## src/rtl/mem_stream_reader.sv

```systemverilog
// Sweeps a block of words out of a registered-read memory and presents them on a
// valid/ready stream through a 2-entry skid buffer.
module mem_stream_reader #(
  parameter int WIDTH  = 8,
  parameter int SIZE_E = 6
) (
  input  logic              CLK,
  input  logic              RSTN,
  input  logic              START,
  input  logic [SIZE_E-1:0] iBase,
  input  logic [SIZE_E:0]   iLen,
  output logic              BUSY,
  output logic              DONE,
  output logic              READ,
  output logic [SIZE_E-1:0] oRDAddr,
  input  logic [WIDTH-1:0]  Q,
  output logic [WIDTH-1:0]  oData,
  output logic              oValid,
  input  logic              iReady
);

  localparam logic [1:0] S_IDLE = 2'd0;
  localparam logic [1:0] S_RUN  = 2'd1;
  localparam logic [1:0] S_DONE = 2'd2;

  localparam logic [SIZE_E-1:0] ADDR_ONE = 1;
  localparam logic [SIZE_E:0]   LEN_ONE  = 1;

  logic [1:0]              state_q, state_d;
  logic [SIZE_E-1:0]       addr_q, addr_d;
  logic [SIZE_E-1:0]       last_q, last_d;
  logic [SIZE_E:0]         rem_q, rem_d;
  logic [SIZE_E:0]         left_q, left_d;
  logic                    infl_q, infl_d;
  logic [1:0][WIDTH-1:0]   buf_q, buf_d;
  logic                    head_q, head_d;
  logic                    tail_q, tail_d;
  logic [1:0]              occ_q, occ_d;

  logic       pop, push, rd;
  logic [1:0] room;

  always_comb begin
    pop  = (occ_q != 2'd0) && iReady;
    push = infl_q;
    // Slots committed once this cycle's pop leaves: stored words plus the word returning now.
    // A new read is safe only if that leaves one slot for it to land in next cycle.
    room = occ_q - {1'b0, pop} + {1'b0, infl_q};
    rd   = (state_q == S_RUN) && (rem_q != '0) && (room < 2'd2);

    state_d = state_q;
    addr_d  = addr_q;
    last_d  = last_q;
    rem_d   = rem_q;
    left_d  = left_q;
    infl_d  = rd;
    buf_d   = buf_q;
    head_d  = head_q;
    tail_d  = tail_q;
    occ_d   = occ_q + {1'b0, push} - {1'b0, pop};

    case (state_q)
      S_IDLE: begin
        if (START) begin
          addr_d  = iBase;
          rem_d   = iLen;
          left_d  = iLen;
          state_d = (iLen != '0) ? S_RUN : S_DONE;
        end
      end
      S_RUN: begin
        if (rd) begin
          last_d = addr_q;
          addr_d = addr_q + ADDR_ONE;
          rem_d  = rem_q - LEN_ONE;
        end
        if (pop) begin
          left_d = left_q - LEN_ONE;
          if (left_q == LEN_ONE) state_d = S_DONE;
        end
      end
      S_DONE:  state_d = S_IDLE;
      default: state_d = S_IDLE;
    endcase

    if (push) begin
      buf_d[tail_q] = Q;
      tail_d        = ~tail_q;
    end
    if (pop) head_d = ~head_q;
  end

  always_ff @(posedge CLK or negedge RSTN) begin
    if (!RSTN) begin
      state_q <= S_IDLE;
      addr_q  <= '0;
      last_q  <= '0;
      rem_q   <= '0;
      left_q  <= '0;
      infl_q  <= 1'b0;
      buf_q   <= '0;
      head_q  <= 1'b0;
      tail_q  <= 1'b0;
      occ_q   <= 2'd0;
    end else begin
      state_q <= state_d;
      addr_q  <= addr_d;
      last_q  <= last_d;
      rem_q   <= rem_d;
      left_q  <= left_d;
      infl_q  <= infl_d;
      buf_q   <= buf_d;
      head_q  <= head_d;
      tail_q  <= tail_d;
      occ_q   <= occ_d;
    end
  end

  // The strobe reacts to same-cycle iReady so a 2-entry buffer sustains one word per cycle.
  assign READ    = rd;
  assign oRDAddr = rd ? addr_q : last_q;
  assign oData   = buf_q[head_q];
  assign oValid  = (occ_q != 2'd0);
  assign BUSY    = (state_q == S_RUN);
  assign DONE    = (state_q == S_DONE);

endmodule
```

## config.mk

```make
export PLATFORM = sky130hd
export DESIGN_NAME = mem_stream_reader
export DESIGN_NICKNAME = d
export VERILOG_FILES = /design/src/rtl/mem_stream_reader.sv
export SDC_FILE = /design/constraint.sdc
export NUM_CORES = 1
export LEC_CHECK = 0
export ABC_AREA = 1
export BUFFER_PORTS_ARGS = -buffer_cell sky130_fd_sc_hd__clkbuf_2
export CORE_MARGIN = 2
export CORE_UTILIZATION = 30
export CTS_CLUSTER_DIAMETER = 80
export CTS_CLUSTER_SIZE = 28
export DETAILED_ROUTE_END_ITERATION = 8
export SYNTH_ARGS = -nofsm -noshare
export SYNTH_HDL_FRONTEND = slang
export SYNTH_SLANG_ARGS = --single-unit
```

## constraint.sdc

```tcl
create_clock -name CLK -period 1.9 [get_ports CLK]
set_clock_uncertainty 0.1 [all_clocks]
set_input_delay 0.38 -clock CLK [delete_from_list [all_inputs] [get_ports CLK]]
set_output_delay 0.38 -clock CLK [all_outputs]
set_load 0.01 [all_outputs]
```

==> results of run 1 <==
[through the flow]
step                      instances  power [mW]  worst slack (ns)  hold WS, ns
final                           544        7.11            -0.341        0.229
after global routing            544        7.87            -0.486        0.244
after CTS                       543        6.79            -0.360        0.222
after detailed placement        528        5.74            -0.194        0.296
after global placement          528        5.66            -0.144        0.299
after floorplan                 372        4.62           -0.0429      -0.0156
[routing by layer]
layer,vias up,part of all wire [%],wire [um]
li1,1288,-,-
met1,1153,51,3230
met2,43,45,2870
met3,5,3.2,203
met4,0,0.49,31
met5,-,0,0
[registers in the layout, indices dropped and copies added (netlist names)]
| signal | cells |
|---|---|
| buf_q | 16 |
| left_q | 7 |
| rem_q | 7 |
| addr_q | 6 |
| last_q | 6 |
| occ_q | 2 |
| state_q | 2 |
| head_q | 1 |
| infl_q | 1 |
| tail_q | 1 |
[synthesized netlist by cell type]
| cell type | count |
|---|---|
| ha_1 | 5 |
| o21bai_1 | 1 |
| nand2_1 | 151 |
| nand4_1 | 1 |
| inv_4 | 1 |
| nor2_4 | 1 |
| nor3_1 | 2 |
| xor2_1 | 1 |
| buf_2 | 3 |
| inv_1 | 38 |
| nand2_4 | 6 |
| dfrtp_1 | 49 |
| a31oi_1 | 1 |
| inv_2 | 2 |
| clkinv_1 | 1 |
| buf_4 | 2 |
| or2_1 | 1 |
| o21ai_1 | 2 |
| buf_6 | 3 |
| nor2_2 | 3 |
| o21ai_0 | 43 |
| nor2_1 | 19 |
| a21oi_1 | 4 |
| nand3b_1 | 1 |
| xnor2_1 | 2 |
| clkbuf_1 | 4 |
| nand3_1 | 25 |
[kinds of logic (layout without fill, tap and decap cells)]
group / after synthesis / count (layout)
compound gates: 51 / 51
flops: 49 / 49
xor+xnor: 3 / 3
fa+ha+maj: 5 / 5
buf+inv: 54 / 117
simple gates: 210 / 211
[where the power goes]
group | internal [mW] | leakage (nW) | switching (mW)
clock network | 0.429 | 0.0574 | 0.366
registers | 1.58 | 0.603 | 0.354
logic | 1.80 | 1.19 | 2.59
[path summary, 6_finish.rpt]
check / cells after the start / to / slack [ns]
max in group asynchronous: 3 / state_q[1]$_DFFE_PN0P_ / 0.95
min in group asynchronous: 3 / buf_q[5]$_DFFE_PN0P_ / 0.49
min reg2reg: 2 / left_q[5]$_DFFE_PN0P_ / 0.39
min: 3 / buf_q[0]$_DFFE_PN0P_ / 0.23
max reg2reg: 13 / addr_q[1]$_DFFE_PN0P_ / -0.06
max: 11 / oRDAddr[0] / -0.34
[worst max-delay path: stages, from the launching register on]
cell and delay (ns):
dfrtp_1 0.39, inv_2 0.08, nand3_2 0.07, o21ai_2 0.06, ha_2 0.21, nand3_2 0.08
nand2_2 0.10, nand2_4 0.09, buf_6 0.15, nand2_4 0.06, nand2_2 0.05, buf_6 0.11
[repair_timing]
action,CTS,global route
pin swaps,6,9
endpoints found under the hold margin,49,0
hold buffers,1,0
setup buffers,6,1
resized for setup,15,27
setup endpoints to repair,8,20
cloned,0,1
[final cells by class]
| cell class | instances | area (um^2) | area share, % |
|---|---|---|---|
| flip-flops and latches | 49 | 1230 | 35.8 |
| well taps | 108 | 135 | 3.94 |
| clock inverters | 2 | 37.5 | 1.10 |
| clock buffers | 6 | 82.6 | 2.41 |
| inverters | 42 | 165 | 4.82 |
| repair buffers | 67 | 449 | 13.1 |
| multi-input cells | 270 | 1330 | 38.8 |
==> results_dict.tcl, run 1 <==
set metrics [dict create \
    synth-simple-area-share_pct 32.9 \
    yosysTopAreaCell "dfrtp_1" \
    clk_latency_ns 0.30 \
    antenna_found_initial 0 \
    status "complete, but fails checks" \
    num_vias 2489 \
    fmax_mhz 446 \
    gr-total-overflow 0 \
    post_drt_wl_per_cell_um 11.6 \
    fin_util_pct 39.3 \
    endpoint_kind "output port" \
    cts_buffers 5 \
    die_h_um 98.9 \
    finalHoldViolCount 0 \
    yosysSeqAreaShare_pct 45.3 \
    worstPathMaxFanout 8 \
    ys.warnings.count 0 \
    drtPass1Iterations 4 \
    postLayoutCellArea_mm2 0.00343 \
    ant_nets 0 \
    most-common-layout-cells "nand2_1 (141), dfrtp_1 (48), o21ai_0 (40)" \
    dieArea_mm2 0.00979 \
    worstReg2RegStart "occ_q[0]$_DFF_PN0_" \
    finalCriticalPeriod_ns 2.24 \
    h-tree-depth 2 \
    ios 43 \
    syn_avg_cell_area_um2 7.27 \
    grt_pass1_wl_um 10900 \
    yosys.area.top_type_share_pct 45.3 \
    synth_nets 402 \
    syn_inst 372 \
    hp-class "input pin to flop" \
    synth_compound_area_share_pct 9.58 \
    path_class "flop to output port" \
    layout-drive-gt1-share_pct 24.5 \
    viasPerCell 4.58 \
    arrival_ns 1.76 \
    clkTransAtPathRegs_ns 0.09 \
    diodes 0 \
    slew_headroom_pct 61.0 \
    tritoncts "yes" \
    top_usage_layer "met2" \
    met2_usage_pct 22.0 \
    drv_slew 0 \
    grt_setup_unrepaired "yes" \
    yosys.cell_types.count 27 \
    setup_tns_ns -2.55 \
    start_util_pct 31.0 \
    clockBufferDepth 2 \
    met1_usage_pct 18.6 \
    synth_xor_area_share_pct 0.972 \
    grt.total_usage_pct 13.3 \
    rows 34 \
    setup_viol 20 \
    worstMarginPinSlew_ns 0.583 \
    die_w_um 98.9 \
    drt_iter0_drc 124 \
    netlist_top_cells_area "dfrtp_1 (45%), nand2_1 (21%), o21ai_0 (8.0%), inv_1 (5.3%), nand3_1 (4.6%)" \
    synth_top_family_by_area "simple AND/OR/NAND/NOR gates" \
    grt_pass1_vias 2384 \
    synthAdderAreaFrac_pct 2.31 \
    critPathLaunchType "flop" \
    crit_path_start "occ_q[0]$_DFF_PN0_" \
    place_area_mm2 0.00312 \
    wl_um 6330 \
    cts_sinks 49 \
    syn-cell-area_mm2 0.00270 \
    grt_max_degree 50 \
    post-route-drc-count 0 \
    fin_nets 465 \
    synth.area.mux_share_pct 0 \
    finalWorstSetupSlack_ns -0.341 \
    hpwl_um 4410 \
    met3_usage_pct 2.55 \
    ys_ff_latch 49 \
    leakagePower_nw 1.85 \
    ir_worst_vdd_mv 0.756 \
    cts_root_buffer "clkbuf_8" \
    violations "setup timing" \
    place.port_buffers 42 \
    max_cap_viol_count 0 \
    power_density_mw_per_mm2 2080 \
    min_from "Q[0]" \
    coreArea_mm2 0.00872 \
    worstPathRequired_ns 1.42 \
    gp_congestion 0.839 \
    area_growth_pct 26.7 \
    final_common_cell "nand2_1" \
    num-fill-cells 907 \
    finalCritPeriodShare_pct 118 \
]
Note: power is estimated with default switching activity, not from simulation.
==> inputs of run 2 (changes only) <==
--- a/config.mk
+++ b/config.mk
@@ -6,12 +6,12 @@
 export NUM_CORES = 1
 export LEC_CHECK = 0
 export ABC_AREA = 1
-export BUFFER_PORTS_ARGS = -buffer_cell sky130_fd_sc_hd__clkbuf_2
 export CORE_MARGIN = 2
 export CORE_UTILIZATION = 30
 export CTS_CLUSTER_DIAMETER = 80
 export CTS_CLUSTER_SIZE = 28
 export DETAILED_ROUTE_END_ITERATION = 8
+export DONT_BUFFER_PORTS = 1
 export SYNTH_ARGS = -nofsm -noshare
 export SYNTH_HDL_FRONTEND = slang
 export SYNTH_SLANG_ARGS = --single-unit
==> run 2 against run 1 <==
The flow still finishes with violations (setup timing); largest power group unchanged; critical path type is now flop to flop; highest routed layer unchanged; fmax up 0.18%; wire length up 6.7%; setup slack better by 0.0040 ns.
==> results_dict.tcl, run 2 (synthesized netlist as in run 1, its figures left out) <==
set metrics [dict create \
    clockBufferDepth 2 \
    path_class "flop to flop" \
    power_density_mw_per_mm2 2200 \
    grt_pass1_wl_um 11600 \
    drt_iter0_drc 72 \
    tritoncts "yes" \
    wl_um 6760 \
    largestRegisters "buf_q x16, left_q x7, rem_q x7" \
    max_cap_viol_count 0 \
    fmax_mhz 447 \
    drv_slew 0 \
    fin_nets 434 \
    endpoint_kind "flop" \
    crit_path_start "occ_q[0]$_DFF_PN0_" \
    critPathLaunchType "flop" \
    coreArea_mm2 0.00872 \
    gr-total-overflow 0 \
    die_h_um 98.9 \
    cts_root_buffer "clkbuf_8" \
    area_growth_pct 25.5 \
    hp-class "input pin to flop" \
    cts_buffers 5 \
    pre_cts_ws_ns -0.108 \
    final_common_cell "nand2_1" \
    arrival_ns 2.38 \
    place.port_buffers 0 \
    grt_setup_unrepaired "yes" \
    grt.total_usage_pct 14.7 \
    h-tree-depth 2 \
    rows 34 \
    drtPass1Iterations 4 \
    ios 43 \
    ant_nets 0 \
    most-common-layout-cells "nand2_1 (131), dfrtp_1 (49), o21ai_0 (36)" \
    post-route-drc-count 0 \
    grt_max_degree 50 \
    regMostFlops "buf_q" \
    antenna_found_initial 0 \
    diodes 0 \
    cts_sinks 49 \
    worstMarginPinSlew_ns 0.534 \
    worstReg2RegStart "occ_q[0]$_DFF_PN0_" \
    finalWorstSetupSlack_ns -0.337 \
    grt_pass1_vias 2541 \
    worstPathMaxFanout 8 \
    num_vias 2408 \
    largest_reg_flops 16 \
    finalCritPeriodShare_pct 118 \
    ir_worst_vdd_mv 0.700 \
    setup_tns_ns -6.43 \
    finalCriticalPeriod_ns 2.24 \
    layout-drive-gt1-share_pct 23.5 \
    violations "setup timing" \
    post_drt_wl_per_cell_um 13.2 \
    num-fill-cells 901 \
    postLayoutCellArea_mm2 0.00339 \
    fin_util_pct 38.9 \
    finalPower_mw 7.45 \
    finalHoldViolCount 0 \
    viasPerCell 4.69 \
    start_util_pct 31.0 \
    gp_congestion 0.818 \
    die_w_um 98.9 \
    clkTransAtPathRegs_ns 0.09 \
    status "complete, but fails checks" \
    min_from "Q[1]" \
    clk_latency_ns 0.31 \
    place_area_mm2 0.00290 \
    slew_headroom_pct 64.3 \
    worstPathRequired_ns 2.04 \
    leakagePower_nw 1.74 \
    setup_viol 23 \
    dieArea_mm2 0.00979 \
    hpwl_um 4540 \
]
run 2: cell types whose count changed in the layout (fill, tap and decap cells not counted), moves of 4 or more:
cell	before	now
buf_4	20	26
clkbuf_2	37	0
inv_2	3	7
nand2_1	141	131
nand2_2	7	18
nand3_1	22	14
nand3_2	3	11
o21ai_0	40	36
o21ai_1	4	8
run 2: area by class of cell:
type	instances	area (um^2)	share of cell area [%]
multi-input cells	271	1430	42.0
clock inverters	1	30.0	0.885
clock buffers	7	86.3	2.55
inverters	42	160	4.72
flip-flops and latches	49	1230	36.1
repair buffers	35	329	9.70
well taps	108	135	3.98
run 2: power by group:
part	switching (mW)	internal [mW]	total, mW
logic	2.80	1.91	4.71
clock network	0.352	0.430	0.781
registers	0.384	1.58	1.96
total	3.54	3.91	7.45
run 2: repair_timing:
item	CTS	global route
pin swaps	21	10
setup buffers	17	2
resized for setup	48	11
hold buffers	2	0
setup endpoints to repair	20	23
cloned	2	0
endpoints found under the hold margin	49	0
run 2: per-stage QoR:
step,cells,hold slack (ns)
after floorplan,372,-0.0156
after global placement,485,-0.0134
after detailed placement,485,-0.0135
after CTS,511,0.128
after global routing,513,0.144
final,513,0.136
run 2: critical path, cell delays in order, from the launching register on:
cell and delay, ns:
dfrtp_1 0.40, inv_2 0.09, nand3_2 0.08, o21ai_2 0.07
ha_2 0.21, nand3_2 0.09, nand2_4 0.13, buf_12 0.11
nand2_4 0.05, buf_6 0.12, buf_6 0.10, buf_6 0.10
buf_6 0.12, nand2_8 0.10, buf_12 0.14, nand3_2 0.05
nand2_1 0.09
run 2: routing by layer:
layer  vias to the layer above  track usage [%]  wire (um)
li1                       1227                -          -
met5                         -                0          0
met3                         6             4.47        322
met1                      1116             18.1       3060
met2                        59             25.0       3300
met4                         0             4.11         73
run 2: final timing paths:
kind | end | slack [ns] | cells after the start
min in group asynchronous | state_q[0]$_DFFE_PN0P_ | 0.48 | 2
worst min register to register | left_q[5]$_DFFE_PN0P_ | 0.39 | 2
worst max-delay path | addr_q[0]$_DFFE_PN0P_ | -0.34 | 16
worst min-delay path | buf_q[1]$_DFFE_PN0P_ | 0.14 | 2
max in group asynchronous | addr_q[2]$_DFFE_PN0P_ | 0.99 | 2
worst max register to register | addr_q[0]$_DFFE_PN0P_ | -0.34 | 16
==> inputs of run 3 (changes only) <==
--- a/config.mk
+++ b/config.mk
@@ -5,13 +5,13 @@
 export SDC_FILE = /design/constraint.sdc
 export NUM_CORES = 1
 export LEC_CHECK = 0
-export ABC_AREA = 1
 export CORE_MARGIN = 2
 export CORE_UTILIZATION = 30
 export CTS_CLUSTER_DIAMETER = 80
 export CTS_CLUSTER_SIZE = 28
 export DETAILED_ROUTE_END_ITERATION = 8
 export DONT_BUFFER_PORTS = 1
+export SKIP_LAST_GASP = 1
 export SYNTH_ARGS = -nofsm -noshare
 export SYNTH_HDL_FRONTEND = slang
 export SYNTH_SLANG_ARGS = --single-unit
==> run 3 against run 2 <==
The flow still finishes with violations (setup timing); hold slack worse by 0.093 ns; non-clock buffer count down 2; critical path depth down 8; die area down 8.0%; clock-buffer cell count down 2; register-to-register slack better by 0.097 ns; wire length down 5.2%; sequential cell count unchanged.
==> results_dict.tcl, run 3 <==
set metrics [dict create \
    status "complete, but fails checks" \
    violations "setup timing" \
    rows 33 \
    synth_edf_count 0 \
    drt_iter0_drc 94 \
    finalWorstSetupSlack_ns -0.422 \
    start_util_pct 30.6 \
    die_h_um 94.9 \
    leakagePower_nw 1.37 \
    place_inst 370 \
    arrival_ns 1.84 \
    instances_no_fill 388 \
    drv_slew 0 \
    yosys.area.top_type_share_pct 49.5 \
    viasPerCell 5.24 \
    cts_root_buffer "clkbuf_8" \
    area_growth_pct 28.5 \
    tritoncts "yes" \
    path_delay_family "simple AND/OR/NAND/NOR gates" \
    grt_max_degree 50 \
    multiInputGateArea_mm2 0.00140 \
    cts_sinks 49 \
    pre_cts_ws_ns -0.255 \
    coreArea_mm2 0.00809 \
    cp.depth 8 \
    synthArstFlopShare_pct 100 \
    num-fill-cells 829 \
    holdWs_ns 0.0429 \
    antenna_found_initial 0 \
    syn_avg_cell_area_um2 9.91 \
    die_w_um 94.9 \
    netlist_top_cells_area "dfrtp_1 (49%), mux2_2 (11%), nand2_1 (6.4%), nor2_1 (3.2%), ha_1 (2.5%)" \
    cts_buffers 5 \
    hold_end "state_q[1]$_DFFE_PN0P_" \
    reg2reg_slack_ns -0.24 \
    ir_worst_vdd_mv 0.723 \
    ios 43 \
    grt_pass1_vias 2019 \
    hpwl_um 4390 \
    ys.warnings.count 0 \
    max_cap_viol_count 0 \
    synth_commonest_cells "dfrtp_1 (49), nand2_1 (42), mux2_2 (24)" \
    clockBufferDepth 2 \
    layout-drive-gt1-share_pct 36.7 \
    path_cells "nor2b_4, nand2_2, o21ai_2, ha_2, or3_4, nand3_4, nand2_1, nand2_4" \
    r2r_end "addr_q[2]$_DFFE_PN0P_" \
    post-route-drc-count 0 \
    critPathSlowestCell "dfrtp_1" \
    endpoint_kind "output port" \
    critPathLaunchType "flop" \
    wl_um 6410 \
    hp-class "input pin to flop" \
    num_vias 2032 \
    clkTransAtPathRegs_ns 0.09 \
    final_common_cell "dfrtp_1" \
    finalCriticalPeriod_ns 2.32 \
    synth_flop_cell "dfrtp_1" \
    syn-cell-area_mm2 0.00248 \
    min_from "START" \
    place.port_buffers 0 \
    grt_pass1_wl_um 10200 \
    h-tree-depth 2 \
    fin_nets 312 \
    most-common-layout-cells "dfrtp_1 (49), nand2_1 (28), buf_4 (28)" \
    finalCritPeriodShare_pct 122 \
    grt_setup_unrepaired "yes" \
    worstReg2RegStart "occ_q[0]$_DFF_PN0_" \
    reg2regPathDepth 10 \
    ant_nets 0 \
    clk_latency_ns 0.32 \
    drtPass1Iterations 4 \
    yosys.cell_types.count 46 \
    grt.total_usage_pct 14.9 \
    largest_reg_flops 16 \
    critPathBufInv 0 \
    fin_util_pct 39.3 \
    yosysSeqAreaShare_pct 49.5 \
    max_stage_delay_ns 0.42 \
    slew_headroom_pct 61.5 \
    seq_area_mm2 0.00123 \
    gr-total-overflow 0 \
    worstPathRequired_ns 1.42 \
    power_density_mw_per_mm2 2080 \
    path_class "flop to output port" \
    dieArea_mm2 0.00900 \
    yosysTopAreaCell "dfrtp_1" \
    finalHoldViolCount 0 \
    synthMostInstantiatedCell "dfrtp_1" \
    synth_nets 280 \
    syn_inst 250 \
    finalPower_mw 6.61 \
    largestRegisters "buf_q x16, left_q x7, rem_q x7" \
    setup_viol 20 \
    gp_congestion 0.813 \
    fmax_mhz 431 \
    worstMarginPinSlew_ns 0.573 \
    worstPathMaxFanout 5 \
    whs_path_depth 1 \
    diodes 0 \
    post_drt_wl_per_cell_um 16.5 \
    regMostFlops "buf_q" \
    ys_ff_latch 49 \
]
==> run 3: cell types whose count changed after synthesis, moves of 5 or more <==
cell	delta
nand2_1	-109
o21ai_0	-39
inv_1	-31
mux2_2	+24
nand3_1	-20
a21oi_1	+8
nor3_1	+7
nand2_4	-6
a211oi_1	+5
==> run 3: worst reg2reg max path, stage by stage, from the launching register on <==
cell and delay [ns]:
dfrtp_1 0.42, nor2b_4 0.06, nand2_2 0.06, o21ai_2 0.05
ha_2 0.17, or3_4 0.38, nand3_4 0.16, inv_8 0.08
buf_4 0.15, buf_4 0.17, a311oi_2 0.25
==> run 3: timing repair <==
action	in CTS	in global routing
pin swaps	9	2
cloned	1	0
setup endpoints to repair	20	21
hold buffers	2	0
gates resized for setup	17	12
setup buffers	4	3
endpoints found under the hold margin	49	0
==> run 3: per-stage QoR <==
step	cell area, um^2	TNS (ns)
floorplan	2580	-1.22
global placement	2830	-3.37
detailed placement	2830	-4.03
CTS	3080	-4.97
global route	3180	-6.73
finish	3180	-4.85
==> run 3: logic make-up (layout without fill, tap and decap cells) <==
group | after synthesis | after routing | share of synthesized area, %
AOI/OAI and AO/OA | 56 | 56 | 15.2
adders and majority gates | 5 | 5 | 2.53
xor gates and xnor gates | 2 | 2 | 0.707
and+or+nand+nor | 95 | 96 | 17.7
muxes | 24 | 24 | 10.9
DFF | 49 | 49 | 49.5
buffers and inverters | 19 | 51 | 3.43
==> run 3: worst max-delay path by stage <==
stage	startpoint	to
after floorplan	iReady	oRDAddr[2]
after global placement	iReady	READ
after detailed placement	iReady	READ
after CTS	occ_q[0]$_DFF_PN0_	oRDAddr[0]
after global routing	occ_q[0]$_DFF_PN0_	oRDAddr[0]
final	occ_q[0]$_DFF_PN0_	oRDAddr[4]
==> run 3: cell type report <==
cell class | instances | area share (%)
Tap cell | 105 | 4.13
Inverter | 10 | 1.53
Sequential cell | 49 | 38.5
Clock inverter | 3 | 0.708
Timing Repair Buffer | 33 | 8.84
Clock buffer | 5 | 2.16
Multi-Input combinational cell | 183 | 44.1
==> run 3: where the power goes <==
group          internal (mW)  switching, mW
clock                  0.263          0.399
sequential              1.59          0.452
combinational           1.82           2.09
==> run 3: layer usage <==
layer	vias to the layer above	routed length, um	GRT usage, %
met5	-	0	0
met2	52	3190	24.8
li1	961	-	-
met1	1012	2810	18.9
met4	0	72	4.83
met3	7	338	3.91
